File: src/rtl/hartslag_ctrl_pkg.sv
// hartslag_pkg: shared types and defaults for the heartbeat sequencer.
//   state_t  - FSM state encoding, visible on state_out
//   DEF_*    - default parameter values for hartslag_ctrl
//   log2_n   - exponent of a power-of-two averaging depth
package hartslag_pkg;

  typedef enum logic [1:0] {
    IDLE    = 2'd0,
    ACQUIRE = 2'd1,
    TRACK   = 2'd2,
    LOST    = 2'd3
  } state_t;

  localparam int DEF_CNT_W   = 25;
  localparam int DEF_MIN_IVL = 2**20;
  localparam int DEF_MAX_IVL = 2**25 - 1;
  localparam int DEF_AVG_N   = 4;
  localparam int DEF_LEVEL_W = 4;

  function automatic int log2_n(input int n);
    int r;
    r = 0;
    for (int i = 0; i < 31; i++)
      if ((1 << i) < n) r = i + 1;
    return r;
  endfunction

endpackage

File: src/rtl/hartslag_ctrl_beat_sync.sv
// beat_sync: brings the asynchronous heartbeat pulse into the clk domain
// and turns each rising edge into a single-cycle strobe.
//   clk, reset - system clock, async active-high reset
//   d_in       - raw asynchronous pulse
//   pulse_out  - registered one-cycle strobe, 3 clk after the d_in rise
module beat_sync (
  input  logic clk,
  input  logic reset,
  input  logic d_in,
  output logic pulse_out
);

  logic s1, s2, s3;

  // s1/s2 are the metastability pair; s3 holds the previous synchronised
  // level for edge detection. Registering the strobe keeps it glitch-free.
  always_ff @(posedge clk or posedge reset) begin
    if (reset) begin
      s1        <= 1'b0;
      s2        <= 1'b0;
      s3        <= 1'b0;
      pulse_out <= 1'b0;
    end else begin
      s1        <= d_in;
      s2        <= s1;
      s3        <= s2;
      pulse_out <= s2 & ~s3;
    end
  end

endmodule

File: src/rtl/hartslag_ctrl.sv
// hartslag_ctrl: heartbeat measurement sequencer for the rocking controller.
// Times beat-to-beat intervals, rejects glitches and signal loss, averages
// the last AVG_N intervals and publishes a quantised level.
//   clk, reset  - system clock, async active-high reset
//   enable      - measurement enable; low returns to IDLE
//   beat_in     - raw asynchronous heartbeat pulse
//   level_out   - averaged interval level (larger = slower heart)
//   level_valid - one-cycle strobe when level_out updates
//   state_out   - FSM state encoding
//   lost        - high while in LOST
import hartslag_pkg::*;

module hartslag_ctrl #(
  parameter int CNT_W   = DEF_CNT_W,
  parameter int MIN_IVL = DEF_MIN_IVL,
  parameter int MAX_IVL = DEF_MAX_IVL,
  parameter int AVG_N   = DEF_AVG_N,
  parameter int LEVEL_W = DEF_LEVEL_W
) (
  input  logic               clk,
  input  logic               reset,
  input  logic               enable,
  input  logic               beat_in,
  output logic [LEVEL_W-1:0] level_out,
  output logic               level_valid,
  output logic [1:0]         state_out,
  output logic               lost
);

  localparam int LOG_N  = log2_n(AVG_N);
  localparam int SUM_W  = CNT_W + LOG_N;
  localparam int FILL_W = LOG_N + 1;
  localparam logic [CNT_W-1:0]  MIN_C = CNT_W'(MIN_IVL);
  localparam logic [CNT_W-1:0]  MAX_C = CNT_W'(MAX_IVL);
  localparam logic [FILL_W-1:0] FULL  = FILL_W'(AVG_N);
  localparam logic [FILL_W-1:0] LAST  = FILL_W'(AVG_N - 1);

  state_t state, state_nx;
  logic beat;
  logic [CNT_W-1:0] cnt, cnt_inc;
  logic has_ref;
  logic [AVG_N-1:0][CNT_W-1:0] hist;  // [0] newest, [AVG_N-1] oldest
  logic [SUM_W-1:0] sum, sum_nx;
  logic [FILL_W-1:0] fill;
  logic ref_beat, accept, timeout, push, load, clr;

  beat_sync u_sync (
    .clk       (clk),
    .reset     (reset),
    .d_in      (beat_in),
    .pulse_out (beat)
  );

  // cnt saturates at MAX_C, so the upper acceptance bound always holds.
  assign ref_beat = beat & ~has_ref;
  assign accept   = beat & has_ref & (cnt >= MIN_C);
  assign timeout  = has_ref & ~beat & (cnt == MAX_C);
  assign push     = enable & accept & (state == ACQUIRE || state == TRACK);
  assign load     = enable & (state != IDLE) & (ref_beat | push);
  assign clr      = ~enable | (state == IDLE) | timeout;
  assign cnt_inc  = (cnt == MAX_C) ? cnt : cnt + CNT_W'(1);
  // History starts zeroed, so subtracting the oldest slot is correct
  // even before the window has filled.
  assign sum_nx   = sum + SUM_W'(cnt) - SUM_W'(hist[AVG_N-1]);

  always_ff @(posedge clk or posedge reset) begin
    if (reset) state <= IDLE;
    else       state <= state_nx;
  end

  always_comb begin
    state_nx = state;
    if (!enable) state_nx = IDLE;
    else begin
      unique case (state)
        IDLE:    state_nx = ACQUIRE;
        ACQUIRE: if (push && fill == LAST) state_nx = TRACK;
                 else if (timeout)         state_nx = LOST;
        TRACK:   if (timeout)              state_nx = LOST;
        LOST:    if (beat)                 state_nx = ACQUIRE;
      endcase
    end
  end

  always_comb begin
    state_out = state;
    lost      = (state == LOST);
  end

  always_ff @(posedge clk or posedge reset) begin
    if (reset) begin
      cnt         <= '0;
      has_ref     <= 1'b0;
      hist        <= '0;
      sum         <= '0;
      fill        <= '0;
      level_out   <= '0;
      level_valid <= 1'b0;
    end else begin
      level_valid <= 1'b0;
      if (!enable || state == IDLE) cnt <= '0;
      else if (load)                cnt <= CNT_W'(1);
      else                          cnt <= cnt_inc;

      // level_out is deliberately untouched by clr: it holds across
      // disable and loss.
      if (clr) begin
        has_ref <= 1'b0;
        hist    <= '0;
        sum     <= '0;
        fill    <= '0;
      end else begin
        if (ref_beat) has_ref <= 1'b1;
        if (push) begin
          hist <= {hist[AVG_N-2:0], cnt};
          sum  <= sum_nx;
          if (fill != FULL) fill <= fill + FILL_W'(1);
          if (state == TRACK || fill == LAST) begin
            // (sum >> LOG_N)[CNT_W-1 -: LEVEL_W] is the top of sum_nx
            level_out   <= sum_nx[SUM_W-1 -: LEVEL_W];
            level_valid <= 1'b1;
          end
        end
      end
    end
  end

endmodule
File: config.mk
export PLATFORM = sky130hd
export DESIGN_NAME = hartslag_ctrl
export DESIGN_NICKNAME = d
export VERILOG_FILES = /design/src/rtl/hartslag_ctrl_pkg.sv /design/src/rtl/hartslag_ctrl_beat_sync.sv /design/src/rtl/hartslag_ctrl.sv
export SDC_FILE = /design/constraint.sdc
export NUM_CORES = 1
export LEC_CHECK = 0
export CAP_MARGIN = 0
export CORE_MARGIN = 2
export CORE_UTILIZATION = 40
export DETAILED_ROUTE_END_ITERATION = 10
export GPL_TIMING_DRIVEN = 0
export PLACE_DENSITY = 0.61
export SLEW_MARGIN = 10
export SYNTH_ARGS = -nofsm -noshare
export SYNTH_HDL_FRONTEND = slang
export SYNTH_SLANG_ARGS = --single-unit
export TNS_END_PERCENT = 50
File: constraint.sdc
create_clock -name clk -period 6.25 [get_ports clk]
set_clock_uncertainty 0.2 [all_clocks]
set_input_delay 1.25 -clock clk [delete_from_list [all_inputs] [get_ports clk]]
set_output_delay 1.25 -clock clk [all_outputs]
set_load 0.01 [all_outputs]
==> key figures, run 1 <==
Status
  • Status: complete, no violations

GRT
  • Initial antenna violation count: 0
  • Largest net degree at the start of global routing: between 90 and 100
  • First-pass GRT wire length: around 37000 µm
  • Vias in the first global route: roughly 7000
  • GRT overflow: 0
  • Global Route Usage Sum: between 10% and 20%

Place
  • Port bufs: 11
  • # placed instances: 1368
  • Hpwl dp: around 17000 µm
  • Placed instance area: between 9000 and 10000 µm²
  • Pre-CTS WS: 1.66 ns
  • Placer Congestion: 0.932

Worst setup path
  • CP arrival: 4.31 ns
  • Crit path capture type: register
  • Setup CP Type: in -> reg
  • Worst path required time: 6.41 ns
  • Crit path max fanout: 10
  • Critical path startpoint category: input port
  • Flop-to-flop setup slack: 2.26 ns

Clocking
  • H-tree depth: 4
  • Post-CTS setup buffers: 0
  • Hold buffer count at CTS: 0
  • Worst-Skew Late Latency: about 0.43 ns
  • CTS resizes: 0
  • Clock transition at path regs: around 0.070 ns
  • Sink Count: 167
  • CTS tree: yes
  • TritonCTS Buffers: 17
  • Worst-case clock buffer depth: 2
  • CTS Root Cell: clkbuf_16

Flow run
  • Max-Cap Viols: 0

Synthesis
  • Seq/Total Area, Yosys: 45.2%
  • Warnings, synthesis: 0
  • Mapped Cells: ~1100
  • Synthesized cell area: just over 9000 µm²
  • Synthesized area per cell: 8.64 µm²
  • Number of synthesized flops with an enable pin: 0
  • Ys async rst share: 100%
  • Most used DFF post-synth: dfrtp_1
  • Post-Syn Nets: 1137
  • Number of synthesized register bits: about 170
  • Yosys cell types: 53

STA
  • Fin crit period: 4.16 ns
  • Fin worst setup slack: around 2.1 ns
  • Final Hold Fails: 0
  • RSZ-0062 raised after global routing: false
  • Period utilization: between 60% and 70%
  • Final Slew Violations: 0
  • Worst-Margin Slew: roughly 0.96 ns
  • FMAX: approximately 240 MHz
  • Setup violators final: 0
  • Worst relative slew slack: 34.4%
  • Worst hold slack: around 0.15 ns

Finish
  • Area grow syn2layout: 11.8%
  • Final Instance Area: between 10000 and 15000 µm²
  • Fin nets: 1168
  • Fraction of layout instances using a drive strength above 1: 5.29%
  • Layout Cells excl Fill: between 1000 and 1500
  • Fill cells: ~2200
  • Antenna diodes: 0

Die
  • Chip width: approximately 160 µm
  • Number of cell rows: 55
  • Chip Height: 156 µm
  • Initial Util: 40.9%
  • Core outline area: approximately 23000 µm²
  • Die area: ~24000 µm²
  • Ports: 12

Routing
  • Via Count: between 7000 and 8000
  • DRT iter0 DRCs: ~470
  • Drt drc: 0
  • Routed WL per cell: between 15 and 20 µm
  • ANT nets after route: 0
  • Total Wirelength: around 22000 µm
  • Vias per cell: about 5.1
  • Drt pass-1 iters: 5

Min path
  • Min-Delay Path Class: reg -> reg

Power and ir drop
  • P per Cell Area: around 220 nW/µm²
  • Peak supply drop: between 0.1 and 0.15 mV
  • Pleak: about 4.4 nW
==> Yosys cell counts (all sizes together), types with 2 or more instances <==
cell     count  area share [%]
a211oi       6            0.49
fa          25             5.4
clkbuf      31             1.3
nand3b       2            0.16
o21bai       4            0.32
a21o        12            0.97
nor4         2            0.30
dfrtp      167              45
nand4        6            0.41
a31oi        4            0.27
and3         5            0.34
a41oi        2            0.19
a21oi      160             8.7
xor2        12             1.1
nor3         9            0.49
buf         20             1.3
nor2        48             1.9
o21ai       24             1.3
inv        116             4.7
o21a         3            0.24
a2111oi      2            0.19
or3          2            0.14
mux2i        5            0.54
xnor2       28             2.7
nor2b        5            0.34
ha          37             5.0
o31ai        3            0.24
nand2      272              11
o41a         2            0.24
nand2b       9            0.61
o211ai       6            0.54
nand3       20             1.1
nor3b        2            0.16
and4         3            0.28
a21boi       2            0.20
a211o        2            0.19
o221ai       2            0.32
and2         3            0.22
==> logic make-up after synthesis <==
| kind of cell | Yosys count | synth area share [%] |
|---|---|---|
| AO/OA/AOI/OAI | 238 | 14.8 |
| XOR/XNOR | 41 | 4.03 |
| adder cells (fa/ha/maj) | 62 | 10.4 |
| buffers and inverters | 167 | 7.29 |
| flip-flops | 167 | 45.2 |
| multiplexers | 6 | 0.703 |
| AND/OR/NAND/NOR | 390 | 17.6 |
==> metal layers <==
metal / wire length (µm) / up-vias / track usage (%)
met1: 10800 / 3385 / 27.7
met4: 441 / 0 / 5.81
met3: 852 / 29 / 3.08
met2: 10100 / 120 / 31.0
li1: - / 3541 / -
met5: 0 / - / 0
==> area by class of cell <==
cell class	instances	area, µm²	share of cell area [%]
multi-input cells	737	4400	42.5
flip-flops and latches	167	4180	40.4
inverters	116	443	4.28
clock buffers	17	425	4.11
well taps	285	357	3.45
plain buffers	51	239	2.31
clock inverters	15	165	1.60
repair buffers	12	138	1.33
==> registers in the layout (all words and copies together), names as in the netlist <==
name	flops
has_ref	1
level_out	4
state_out	2
sum	27
hist	100
fill	3
cnt	25
u_sync.s1	1
u_sync.pulse_out	1
level_valid	1
u_sync.s2	1
u_sync.s3	1
==> per-stage QoR <==
step	setup TNS, ns	utilization (%)	total power, mW
after floorplan	0	-	1.18
after global placement	-363.52	42.9	1.21
after detailed placement	0	43.1	1.22
after CTS	0	45.7	2.27
after global routing	0	45.7	2.34
final	0	45.7	2.26
==> cells in the final DEF, fill, tap and decap left out, types with 20 or more instances in the layout <==
| master | Yosys | routed |
|---|---|---|
| ha_1 | 37 | 37 |
| nand3_1 | 20 | 20 |
| nor2_1 | 48 | 48 |
| dfrtp_1 | 167 | 167 |
| o21ai_0 | 21 | 21 |
| xnor2_1 | 28 | 28 |
| inv_1 | 116 | 115 |
| fa_1 | 25 | 25 |
| a21oi_1 | 160 | 160 |
| nand2_1 | 272 | 272 |
| clkbuf_1 | 31 | 31 |
==> power breakdown <==
group | total (mW) | internal (mW) | switching [mW] | leakage [nW]
Combinational | 0.106 | 0.0304 | 0.0755 | 1.81
Sequential | 1.09 | 1.08 | 0.00421 | 2.32
Clock | 1.06 | 0.598 | 0.464 | 0.295
Total | 2.26 | 1.71 | 0.544 | 4.43
==> path summary, 6_finish.rpt <==
kind	startpoint	endpoint	depth (start not counted)
min in group asynchronous	reset	hist[32]	2
min reg2reg	u_sync.s1	u_sync.s2	0
max reg2reg	cnt[9]	sum[24]	12
max	enable	hist[19]	9
max in group asynchronous	reset	cnt[12]	3
min	u_sync.s1	u_sync.s2	0
==> critical path: stages <==
cell and delay (ns):
clkdlybuf4s50_1 0.53, nand2_1 0.10, nor2_1 0.25, o21a_1 0.16, clkbuf_1 0.51, clkbuf_1 0.62, clkbuf_1 0.53, nand2_1 0.19
a21oi_1 0.16
Power figures use the tool's default switching activity.
==> run 2, diff against run 1 <==
==> constraint.sdc (replaced) <==
create_clock -name clk -period 3.8 [get_ports clk]
set_clock_uncertainty 0.2 [all_clocks]
set_input_delay 0.76 -clock clk [delete_from_list [all_inputs] [get_ports clk]]
set_output_delay 0.76 -clock clk [all_outputs]
set_load 0.01 [all_outputs]
==> key figures, run 2 (same netlist as run 1, synthesis figures left out) <==
Power and ir drop
  • Switching pwr: between 0.8 and 0.9 mW
  • Clock power frac: between 40 and 50%
  • Pleak: between 4 and 5 nW
  • P per Cell Area: roughly 360 nW/µm²
  • Sequential power share: a little under half
  • Comb power frac: 5.1%
  • Peak supply drop: about 0.27 mV
  • Internal power: approximately 3 mW
  • Total power draw: between 3 and 4 mW
  • Sw frac: between 20 and 25%

Finish
  • Largest regs: hist: 100 flops, sum: 27 flops, cnt: 25 flops
  • Most frequent cells in the layout: nand2_1 (272), dfrtp_1 (164), a21oi_1 (158)
  • Antenna diodes: 0
  • Fin nets: about 1200
  • Largest register FFs: 100
  • Final Instance Area: 10600 µm²
  • Most common cell after layout, fill and taps aside: nand2_1
  • Most flops, register: hist
  • Area grow syn2layout: 15.0%
  • Fill cells: 2172
  • Fraction of layout instances using a drive strength above 1: around 8.0%

Routing
  • Total Wirelength: roughly 23000 µm
  • Drt pass-1 iters: 5
  • Via Count: 7182
  • ANT nets after route: 0
  • DRT iter0 DRCs: between 500 and 600
  • Vias per cell: between 5 and 6
  • Drt drc: 0
  • Routed WL per cell: roughly 16 µm

STA
  • Worst relative slew slack: around 48%
  • Worst-Margin Slew: just under 0.8 ns
  • Period utilization: 98.9%
  • Final Slew Violations: 0
  • Final Hold Fails: 0
  • Fin crit period: 3.76 ns
  • FMAX: between 200 and 300 MHz
  • Setup violators final: 0

Worst setup path
  • Worst path required time: about 4 ns
  • R2R depth: 11
  • FF-to-FF Start: cnt[1]
  • Setup CP Type: reg -> reg
  • Crit path capture type: register
  • Slowest CP cell: fa_1
  • Flop-to-flop setup slack: between 0.04 and 0.05 ns
  • Setup crit end: sum[26]
  • Worst path cell trace: inv_1 > fa_1 > inv_1 > fa_2 > a211oi_4 > o211ai_2 > a21boi_2 > o41a_1 > o221ai_2 > a311o_1 > mux2_4
  • CP most frequent cell: inv_1
  • CP arrival: approximately 3.9 ns
  • Worst setup path startpoint: cnt[1]
  • Worst flop-to-flop path endpoint: sum[26]
  • Critical path startpoint category: register
  • Slowest stage delay, CP: 0.56 ns
  • Crit path max fanout: 5

Place
  • Hpwl dp: 17400 µm
  • Port bufs: 11
  • Placed instance area: about 9800 µm²
  • Placer Congestion: about 0.93

GRT
  • GRT overflow: 0
  • Largest net degree at the start of global routing: 38
  • Vias in the first global route: between 7000 and 8000
  • Global Route Usage Sum: around 20%
  • First-pass GRT wire length: 38000 µm
  • Initial antenna violation count: 0

Flow run
  • Max-Cap Viols: 0

Clocking
  • TritonCTS Buffers: 17
  • H-tree depth: 4
  • Hold buffer count at CTS: 0
  • Sink Count: about 170
  • Clock transition at path regs: approximately 0.070 ns
  • Worst-case clock buffer depth: 2
  • Worst-Skew Late Latency: about 0.43 ns
  • CTS Root Cell: clkbuf_16
  • CTS tree: yes

Die
  • Initial Util: around 41%
  • Chip width: ~160 µm
  • Die area: 24400 µm²
  • Number of cell rows: 55
  • Core outline area: approximately 23000 µm²
  • Chip Height: around 160 µm
  • Ports: 12

Status
  • Status: complete, no violations

Min path
  • Min-Delay Path Class: reg -> reg
==> run 2: cell types whose count changed in the layout (fill, tap and decap cells not counted), sizes merged <==
cell and change:
clkinvlp +2, bufinv +1, buf +11, clkbuf +1, clkinv -3, inv -3
==> run 2: metrics by stage <==
stage / hold WS [ns] / TNS (ns) / worst slack, ns / cells / utilization (%)
floorplan: 0.131 / 0 / 0.388 / 1071 / -
global placement: 0.135 / -139.25 / -0.803 / 1367 / 42.9
detailed placement: 0.145 / -8.76 / -0.327 / 1372 / 43.4
CTS: 0.159 / 0 / 0.0144 / 1403 / 46.2
global route: 0.172 / -0.0405 / -0.0405 / 1409 / 47.0
finish: 0.160 / 0 / 0.0421 / 1409 / 47.0
==> run 2: final cells by class <==
cell class / count / area, µm² / area share, %
well taps: 285 / 357 / 3.35
inverters: 116 / 439 / 4.13
multi-input cells: 737 / 4530 / 42.6
repair buffers: 24 / 278 / 2.61
plain buffers: 49 / 235 / 2.21
clock inverters: 12 / 164 / 1.54
clock buffers: 19 / 453 / 4.26
flip-flops and latches: 167 / 4180 / 39.3
==> run 2: power by group through the flow <==
stage | registers [mW] | logic (mW) | clock network [mW]
2_1_floorplan | 1.82 | 0.118 | 0
3_3_place_gp | 1.82 | 0.174 | 0
3_5_place_dp | 1.82 | 0.188 | 0
4_1_cts | 1.79 | 0.190 | 1.84
5_1_grt | 1.79 | 0.213 | 1.92
6_report | 1.79 | 0.192 | 1.81
==> run 2: what timing repair did <==
action | 4_1_cts | 5_1_grt
pin swaps | 3 | 7
gates resized for setup | 4 | 26
setup endpoints to repair | 6 | 49
setup buffers | 0 | 8
==> run 2: critical path: cells and delay by family, from the launching register on <==
kind | cells | cell delay [ns]
adders and majority gates | 2 | 1.01
buffers and inverters | 2 | 0.20
muxes | 1 | 0.30
AOI/OAI and AO/OA | 6 | 1.49
DFF | 1 | 0.44
==> run 2: worst min-delay path by stage <==
stage                           end       from  slack [ns]  cells after the start
after detailed placement  u_sync.s2  u_sync.s1        0.15                      0
after CTS                 u_sync.s2  u_sync.s1        0.16                      0
after global routing      u_sync.s2  u_sync.s1        0.17                      0
after global placement    u_sync.s2  u_sync.s1        0.14                      0
final                     u_sync.s2  u_sync.s1        0.16                      0
after floorplan           u_sync.s2  u_sync.s1        0.13                      0
==> run 2: routing by layer <==
layer	global-route usage (%)	part of all wire (%)	wire, µm
met4	6.03	2.0	452
met1	27.3	47	10800
met5	0	0	0
met2	33.4	48	11100
met3	2.83	3.2	733
